$ cat src/rtl/sc_game_pkg.sv
// Shared constants and state encoding for the game-event controller
// that feeds the background state machine.
package sc_game_pkg;

    typedef enum logic [2:0] {
        ST_IDLE,
        ST_PLAY,
        ST_NEST,
        ST_LEVELUP,
        ST_DEAD,
        ST_GAMEOVER
    } state_e;

    localparam int unsigned DEF_NESTS      = 5;
    localparam int unsigned DEF_LIVES_INIT = 3;
    localparam int unsigned DEF_LEVEL_MAX  = 4;
    localparam int unsigned DEF_TICK_BASE  = 25000000;
    localparam int unsigned DEF_TICK_STEP  = 5000000;

    localparam int unsigned IDX_W   = 3;
    localparam int unsigned LEVEL_W = 3;
    localparam int unsigned LIVES_W = 2;

    // Scroll period in clocks for a given level.
    function automatic int unsigned tick_period(input int unsigned base,
                                                input int unsigned step,
                                                input int unsigned level);
        return base - level * step;
    endfunction

endpackage

$ cat src/rtl/sc_tick_gen.sv
// Loadable down-counter producing a 1-clk active-low tick every
// period_i enabled clocks.
module sc_tick_gen #(
    parameter int unsigned CNT_W   = 25,
    parameter int unsigned RST_VAL = 24999999
) (
    input  logic             clk_i,
    input  logic             rst_i,
    input  logic             load_i,
    input  logic             en_i,
    input  logic [CNT_W-1:0] period_i,
    output logic             tick_no_o
);

    logic [CNT_W-1:0] cnt_q, cnt_d;
    logic             tick_no_q, tick_no_d;

    always_comb begin
        cnt_d     = cnt_q;
        tick_no_d = 1'b1;
        if (load_i) begin
            cnt_d = period_i - CNT_W'(1);
        end else if (en_i) begin
            if (cnt_q == '0) begin
                tick_no_d = 1'b0;
                cnt_d     = period_i - CNT_W'(1);
            end else begin
                cnt_d = cnt_q - CNT_W'(1);
            end
        end
    end

    always_ff @(posedge clk_i or posedge rst_i) begin
        if (rst_i) begin
            cnt_q     <= CNT_W'(RST_VAL);
            tick_no_q <= 1'b1;
        end else begin
            cnt_q     <= cnt_d;
            tick_no_q <= tick_no_d;
        end
    end

    assign tick_no_o = tick_no_q;

endmodule

$ cat src/rtl/sc_level_ctrl.sv
// Game-event controller: tracks nests, lives and level and emits the
// scroll tick and event pulses consumed by the background state machine.
module sc_level_ctrl
    import sc_game_pkg::*;
#(
    parameter int unsigned NESTS      = DEF_NESTS,
    parameter int unsigned LIVES_INIT = DEF_LIVES_INIT,
    parameter int unsigned LEVEL_MAX  = DEF_LEVEL_MAX,
    parameter int unsigned TICK_BASE  = DEF_TICK_BASE,
    parameter int unsigned TICK_STEP  = DEF_TICK_STEP
) (
    input  logic             SC_STATEMACHINEBACKG_CLOCK_50,
    input  logic             SC_STATEMACHINEBACKG_RESET_InHigh,
    input  logic             start_InLow,
    input  logic             frog_arrive_In,
    input  logic [2:0]       nest_idx_In,
    input  logic             hit_In,
    output logic             t0_OutLow,
    output logic             winf_Out,
    output logic             winl_Out,
    output logic             change_backg_Out,
    output logic             lose_Out,
    output logic             reset_game_Out,
    output logic [2:0]       level_Out,
    output logic [1:0]       lives_Out,
    output logic [NESTS-1:0] nests_Out
);

    localparam int unsigned CNT_W = $clog2(TICK_BASE + 1);

    state_e             state_q;
    logic [NESTS-1:0]   nests_q;
    logic [LEVEL_W-1:0] level_q;
    logic [LIVES_W-1:0] lives_q;
    logic               winf_q, winl_q, change_backg_q, lose_q, reset_game_q;

    logic [NESTS-1:0]   nest_bit_c;
    logic               idx_ok_c, taken_c, last_c, die_c, fill_c, levelup_c;
    logic               start_c, play_evt_c, load_c, tick_en_c;
    logic [LEVEL_W-1:0] level_inc_c, period_lvl_c;
    logic [CNT_W-1:0]   period_c;

    // Decode of the arrival/hit strobes and tick-counter controls.
    always_comb begin
        for (int i = 0; i < int'(NESTS); i++) begin
            nest_bit_c[i] = (32'(nest_idx_In) == 32'(i));
        end
        idx_ok_c    = (32'(nest_idx_In) < NESTS);
        taken_c     = |(nests_q & nest_bit_c);
        last_c      = &(nests_q | nest_bit_c);
        die_c       = hit_In || (frog_arrive_In && (!idx_ok_c || taken_c));
        fill_c      = frog_arrive_In && !die_c;
        levelup_c   = fill_c && last_c;
        level_inc_c = (32'(level_q) < (LEVEL_MAX - 1)) ? level_q + LEVEL_W'(1) : level_q;
        start_c     = (state_q == ST_IDLE) && !start_InLow;
        play_evt_c  = (state_q == ST_PLAY) && (die_c || fill_c);
        load_c      = start_c || ((state_q == ST_PLAY) && levelup_c);
        // An event cycle freezes the counter so a tick never lands on a pulse.
        tick_en_c   = (state_q == ST_PLAY) && !play_evt_c;
        if (start_c) begin
            period_lvl_c = '0;
        end else if (levelup_c) begin
            period_lvl_c = level_inc_c;
        end else begin
            period_lvl_c = level_q;
        end
        period_c = CNT_W'(tick_period(TICK_BASE, TICK_STEP, 32'(period_lvl_c)));
    end

    // Game FSM with registered event pulses and score registers.
    always_ff @(posedge SC_STATEMACHINEBACKG_CLOCK_50 or posedge SC_STATEMACHINEBACKG_RESET_InHigh) begin
        if (SC_STATEMACHINEBACKG_RESET_InHigh) begin
            state_q        <= ST_IDLE;
            nests_q        <= '0;
            level_q        <= '0;
            lives_q        <= LIVES_W'(LIVES_INIT);
            winf_q         <= 1'b0;
            winl_q         <= 1'b0;
            change_backg_q <= 1'b0;
            lose_q         <= 1'b0;
            reset_game_q   <= 1'b0;
        end else begin
            winf_q         <= 1'b0;
            winl_q         <= 1'b0;
            change_backg_q <= 1'b0;
            reset_game_q   <= 1'b0;
            case (state_q)
                ST_IDLE: begin
                    if (!start_InLow) begin
                        state_q      <= ST_PLAY;
                        reset_game_q <= 1'b1;
                        level_q      <= '0;
                        lives_q      <= LIVES_W'(LIVES_INIT);
                        nests_q      <= '0;
                    end
                end
                ST_PLAY: begin
                    if (die_c) begin
                        state_q        <= ST_DEAD;
                        change_backg_q <= 1'b1;
                        lives_q        <= lives_q - LIVES_W'(1);
                    end else if (fill_c) begin
                        if (last_c) begin
                            state_q <= ST_LEVELUP;
                            winl_q  <= 1'b1;
                            nests_q <= '0;
                            level_q <= level_inc_c;
                        end else begin
                            state_q <= ST_NEST;
                            winf_q  <= 1'b1;
                            nests_q <= nests_q | nest_bit_c;
                        end
                    end
                end
                ST_NEST, ST_LEVELUP: begin
                    state_q <= ST_PLAY;
                end
                ST_DEAD: begin
                    if (lives_q == '0) begin
                        state_q <= ST_GAMEOVER;
                        lose_q  <= 1'b1;
                    end else begin
                        state_q <= ST_PLAY;
                    end
                end
                ST_GAMEOVER: begin
                    // Wait for button release so a held start never restarts.
                    if (start_InLow) begin
                        state_q <= ST_IDLE;
                        lose_q  <= 1'b0;
                    end
                end
                default: begin
                    state_q <= ST_IDLE;
                end
            endcase
        end
    end

    sc_tick_gen #(
        .CNT_W   (CNT_W),
        .RST_VAL (TICK_BASE - 1)
    ) u_tick_gen (
        .clk_i     (SC_STATEMACHINEBACKG_CLOCK_50),
        .rst_i     (SC_STATEMACHINEBACKG_RESET_InHigh),
        .load_i    (load_c),
        .en_i      (tick_en_c),
        .period_i  (period_c),
        .tick_no_o (t0_OutLow)
    );

    assign winf_Out         = winf_q;
    assign winl_Out         = winl_q;
    assign change_backg_Out = change_backg_q;
    assign lose_Out         = lose_q;
    assign reset_game_Out   = reset_game_q;
    assign level_Out        = level_q;
    assign lives_Out        = lives_q;
    assign nests_Out        = nests_q;

endmodule
$ cat config.mk
export PLATFORM = sky130hd
export DESIGN_NAME = sc_level_ctrl
export DESIGN_NICKNAME = d
export VERILOG_FILES = /design/src/rtl/sc_game_pkg.sv /design/src/rtl/sc_tick_gen.sv /design/src/rtl/sc_level_ctrl.sv
export SDC_FILE = /design/constraint.sdc
export NUM_CORES = 1
export LEC_CHECK = 0
export BUFFER_PORTS_ARGS = -buffer_cell sky130_fd_sc_hd__buf_2
export CORE_ASPECT_RATIO = 2
export CORE_MARGIN = 8
export CORE_UTILIZATION = 60
export DETAILED_ROUTE_END_ITERATION = 10
export PLACE_DENSITY = 0.8
export SYNTH_ARGS = -nofsm -noshare
export SYNTH_HDL_FRONTEND = slang
export SYNTH_SLANG_ARGS = --single-unit
$ cat constraint.sdc
create_clock -name SC_STATEMACHINEBACKG_CLOCK_50 -period 5.6 [get_ports SC_STATEMACHINEBACKG_CLOCK_50]
set_input_delay 1.68 -clock SC_STATEMACHINEBACKG_CLOCK_50 [delete_from_list [all_inputs] [get_ports SC_STATEMACHINEBACKG_CLOCK_50]]
set_output_delay 1.68 -clock SC_STATEMACHINEBACKG_CLOCK_50 [all_outputs]
set_load 0.02 [all_outputs]
Word-level counts from Yosys, hierarchy flattened
Cells that the tools add are included. W data, S select, Z words.

Register bits after elaboration: 44.

$add $sub $neg: 5. Multipliers: 1. Order comparisons: 2. Eq/ne operators: 17. Multiplexer cells: 44. Bitwise operators: 2. Reductions and logical operators: 30.

Operators by type and width (number): $mux W25 (3); $sub A25 B1 Y25 const B (2); $mux W3 (12); $logic_not A25 Y1 (1); $sub A25 B25 Y25 const A (1); $mux W5 (4); $mul A3 B17 Y19 const B (1); $mux W1 (18); $pmux W3 S5 (1); $ne A2 B2 Y1 const B (7); $eq A3 B2 Y1 const B (4); $pmux W5 S2 (1); $reduce_and A5 Y1 (2); $eq A3 B3 Y1 const B (3); $reduce_and A3 Y1 (3); $logic_and A1 B1 Y1 (7); $eq A3 B1 Y1 const B (2); $logic_not A3 Y1 (2); $pmux W3 S2 (1); $reduce_bool A2 Y1 (3); $and A5 B5 Y5 (1); $or A5 B5 Y5 (1); $reduce_or A5 Y1 (1); $logic_not A1 Y1 (4); 12 further kinds (16).

Depth between registers and ports, before layout
Word-level depth: 17. Gate-level depth with buffers: 23. Gate-level depth less buffers: 20.

Modules after synthesis
From an unflattened synthesis, not the netlist that was laid out.

Cells, all modules: 468. Area total of the unflattened synthesis: 4033.9 µm².

By module, submodules not included: sc_tick_gen (instances 1, cells each 253, area each 2215.9 µm²); sc_level_ctrl (instances 1, cells each 215, area each 1818.0 µm²).

Worst setup path after synthesis
OpenSTA, ideal clock, no wires.

Path type: input -> register. Start point: input nest_idx_In[1]. End point: register u_tick_gen.cnt_q[24]. Arrival: 5602 ps. Setup slack: -102 ps. Cell stages on the path: 19. Path buffers: 2. Cells stage by stage: or4b_1 -> o211a_1 -> and2_1 -> buf_2 -> a31o_1 -> or2_0 -> buf_4 -> inv_2 -> ha_1 -> ha_1 -> inv_1 -> fa_1 -> xor2_1 -> or3_1 -> nor4_1 -> o31ai_1 -> a32oi_1 -> xor2_1 -> o22ai_1.

Longest elaborated chain between the ends: 17. Elaborated cells on any way between the ends: 32.

Ends and longest elaborated chain: from (decl) (RTL line sc_level_ctrl.sv:16) `input logic [2:0] nest_idx_In,`; $eq A3 B1 Y1 (tied with other cells) (RTL line sc_level_ctrl.sv:46) `nest_bit_c[i] = (32'(nest_idx_In) == 32'(i));`; $and A5 B5 Y5 (RTL line sc_level_ctrl.sv:49) `taken_c = |(nests_q & nest_bit_c);`; $reduce_or A5 Y1 (RTL line sc_level_ctrl.sv:49); $logic_or A1 B1 Y1 (RTL line sc_level_ctrl.sv:51) `die_c = hit_In || (frog_arrive_In && (!idx_ok_c || taken_c));`; $logic_and A1 B1 Y1 (RTL line sc_level_ctrl.sv:51); $logic_or A1 B1 Y1 (RTL line sc_level_ctrl.sv:51); $logic_not A1 Y1 (RTL line sc_level_ctrl.sv:52) `fill_c = frog_arrive_In && !die_c;`; $logic_and A1 B1 Y1 (RTL line sc_level_ctrl.sv:52); $logic_and A1 B1 Y1 (RTL line sc_level_ctrl.sv:53) `levelup_c = fill_c && last_c;`; $mux W3 (RTL line sc_level_ctrl.sv:62) `end else if (levelup_c) begin`; $mux W3 (RTL line sc_level_ctrl.sv:60) `if (start_c) begin`; $mul A3 B17 Y19 (RTL line sc_game_pkg.sv:28) `return base - level * step;`; $sub A25 B25 Y25 (RTL line sc_game_pkg.sv:28); $sub A25 B1 Y25 (RTL line sc_tick_gen.sv:22, sc_tick_gen.sv:26); $mux W25 (RTL line sc_tick_gen.sv:24) `if (cnt_q == '0) begin`; $mux W25 (RTL line sc_tick_gen.sv:23) `end else if (en_i) begin`; $mux W25 (RTL line sc_tick_gen.sv:21) `if (load_i) begin`; to (signal assigned) (RTL line sc_tick_gen.sv:35) `cnt_q <= CNT_W'(RST_VAL);`; to (signal assigned) (RTL line sc_tick_gen.sv:38) `cnt_q <= cnt_d;`; to (decl) (RTL line sc_tick_gen.sv:15) `logic [CNT_W-1:0] cnt_q, cnt_d;`.

Parallel ways exist; a longest one is shown, timed or not. The select of a mux whose other input is x is not followed. A chain may end at the register's enable or synchronous reset.

Worst setup path in the final report
Start point: input nest_idx_In[2]. End point: register u_tick_gen.cnt_q[24].

Same word-level chain as after synthesis.

==> qor.yml <==
status: "complete, no violations"
grt_pass1_wl_mm: 15.6
start_util_pct: 60.9
synth_top_area_share_pct: 17.6
clkLatencyLatePin_ns: 0.29
netSwitchingPower_uw: 773
placementRows: 39
p_int_uw: 1010
routed_wl_mm: 9.49
gp_congestion: 0.979
htree_levels: 2
synth_top_family_by_area: "compound AO/OA/AOI/OAI gates"
drt_iter0_drc: 375
p_comb_share_pct: 47.6
dpl.hpwl_mm: 6.76
grt_pass1_vias: 3346
syn_avg_cell_area_um2: 7.98
drc: 0
required_ns: 5.80
vias_per_cell: 6.50
synth_edf_count: 0
power_frac_seq_pct: 34.9
max_slew.worst_pin.slew_ns: 0.813
cts_tree: "built"
cts_inserted_buffers: 5
crit_type: "in2reg"
grt_usage_pct: 21.8
syn2layout_area_growth_pct: 17.9
routedWlPerCell_um: 17.7
yosys-top-cells-area: "dfrtp_1 (18%), dfstp_2 (15%), o21ai_0 (5.7%)"
final_util_pct: 71.8
synth-adder-area-share_pct: 4.98
critPathLaunchType: "input port"
cp_data_arrival_time_ns: 5.63
cts.sinks: 44
synthMuxAreaShare_pct: 2.38
synth_nets: 449
final_layout_size_suffix_gt1_share_pct: 23.9
synth_xor_area_share_pct: 5.13
grt_antenna_before_repair: 0
holdWs_ns: 0.474
crit_path_end_kind: "flip-flop"
first_pass_iters: 5
synth_area_mm2: 0.00342
ant_nets: 0
die_w_um: 69.4
maxSlewViolCount: 0
p_leak_uw: 0.00169
pwr-share-clk_pct: 17.4
postCtsHoldBufs: 0
dieArea_mm2: 0.00851
max_freq_ghz: 0.184
finalPower_uw: 1780
max-vdd-ir-drop_uv: 376
synth-seq-area-share_pct: 33.0
setup_viol: 0
pwr_density_cell_mw_per_mm2: 443
synth-compound-area-share_pct: 24.8
clk_pin_slew_ns: 0.06
io_buffers: 23
die_h_um: 123
drv_cap: 0
synth_ff_type: "dfrtp_1"
cts-root-buf: "clkbuf_16"
yosysUniqueCellTypes: 63
ios: 24
final_net_count: 496
fin_crit_sh_pct: 97.0
ys_seq_elements: 44
maxSlewHeadroom_pct: 44.4
core_area_mm2: 0.00561
finClkSkew_ns: 0.00371
hold_class: "reg2reg"
synth_cells: 428
finalHoldViolations: 0
synth_top_area_cell: "dfrtp_1"
grt_start_max_net_pins: 45
yosysWarnings: 0
netSwitchingFraction_pct: 43.4
cp_max_fo: 7
min_period_ns: 5.43
synth-simple-area-share_pct: 24.5
vias: 3490
n_antenna_cell: 0
overflow: 0
clk_path_buf_depth: 2
async_reset_ff_share_pct: 100
layout by cell type (no fill, tap or decap), types with 3 or more instances in the layout:
master,instances
nor2_1,48
o21ai_0,37
buf_4,36
nand2_1,34
a21oi_1,30
nor3_1,28
dfrtp_1,24
buf_2,23
dfstp_2,20
inv_1,19
xnor2_1,14
a31oi_1,13
nand3_1,10
ha_1,10
nor4_1,9
mux2i_1,7
or3_1,7
xor2_1,6
o21ai_1,6
clkbuf_16,6
nor2b_1,5
o211ai_1,5
o21a_1,4
nand4_1,4
a32oi_1,3
and2_1,3
a22oi_1,3
flip-flops by register name, summed over array words and instances, names as in the netlist:
name and flops:
reset_game_Out 1, nests_Out 5, u_tick_gen.tick_no_o 1, winl_Out 1, state_q 3, lives_Out 2
u_tick_gen.cnt_q 25, change_backg_Out 1, lose_Out 1, level_Out 3, winf_Out 1
final timing paths:
check,from,end,slack (ns),cells past startpoint
min in group asynchronous,SC_STATEMACHINEBACKG_RESET_InHigh,reset_game_Out$_DFF_PP0_,1.52,3
max in group asynchronous,SC_STATEMACHINEBACKG_RESET_InHigh,u_tick_gen.cnt_q[21]$_DFFE_PP1P_,3.70,3
min reg2reg,u_tick_gen.cnt_q[7]$_DFFE_PP0P_,u_tick_gen.cnt_q[7]$_DFFE_PP0P_,0.47,2
max,nest_idx_In[2],u_tick_gen.cnt_q[24]$_DFFE_PP1P_,0.17,17
min,u_tick_gen.cnt_q[7]$_DFFE_PP0P_,u_tick_gen.cnt_q[7]$_DFFE_PP0P_,0.47,2
max reg2reg,nests_Out[0]$_DFFE_PP0P_,u_tick_gen.cnt_q[24]$_DFFE_PP1P_,1.38,16
through the flow:
stage,area (µm²),setup slack [ns],std cells,setup TNS (ns)
after global placement,3790,0.0201,526,0
after global routing,4030,-0.00107,537,-0.00107
after detailed placement,3790,-0.216,526,-1.10
after CTS,3950,0.0223,534,0
after floorplan,3450,0.0300,428,0
final,4030,0.168,537,0
cells in the mapped netlist, drive strengths merged (10+ instances only):
library cell	n
nor2	50
ha	12
nand3	10
dfstp	20
nand2	35
inv	21
a31oi	14
nor4	11
nor3	29
a21oi	34
dfrtp	24
buf	13
o21ai	43
xnor2	14
logic make-up (layout without fill, tap and decap cells):
group | after synthesis | count (layout)
buffers and inverters | 41 | 89
adder cells (fa/ha/maj) | 13 | 13
flip-flops | 44 | 44
AO/OA/AOI/OAI | 133 | 133
XOR/XNOR | 20 | 20
AND/OR/NAND/NOR | 169 | 169
multiplexers | 8 | 8
metal layers:
layer  global-route usage (%)  routed length [µm]  vias up
met5                        0                   0        -
met3                     3.24                 588       24
li1                         -                   -     1667
met2                     39.1                4850      166
met1                     25.3                3840     1633
met4                     8.52                 211        0
power by group through the flow:
stage               clock [µW]  sequential (µW)  combinational [µW]
CTS                        312              617                 831
global placement             0              609                 790
finish                     311              623                 849
floorplan                    0              627                 560
detailed placement           0              621                 826
global route               322              643                 928
worst max-delay path, stage by stage:
cell and delay, ns:
buf_2 0.15, or4b_1 0.53, o211a_1 0.15, and2_2 0.22, a31o_2 0.24, a21oi_4 0.24, ha_1 0.28, ha_1 0.31
a21o_1 0.20, a21oi_2 0.18, xor2_1 0.13, or3_1 0.41, nor4_2 0.30, o31ai_1 0.13, a32oi_1 0.24, xor2_1 0.16
o22ai_1 0.09
final cells by class:
class | count | area (µm²)
Clock buffer | 7 | 154
Clock inverter | 1 | 5.00
Fill cell | 431 | 1580
Inverter | 22 | 85.1
Multi-Input combinational cell | 343 | 2200
Sequential cell | 44 | 1130
Tap cell | 61 | 76.3
Timing Repair Buffer | 59 | 385
repair_timing:
action / 4_1_cts / 5_1_grt
buffers inserted: 0 / 3
resized for setup: 0 / 14
setup endpoints to repair: 0 / 11
Power figures use the tool's default switching activity.
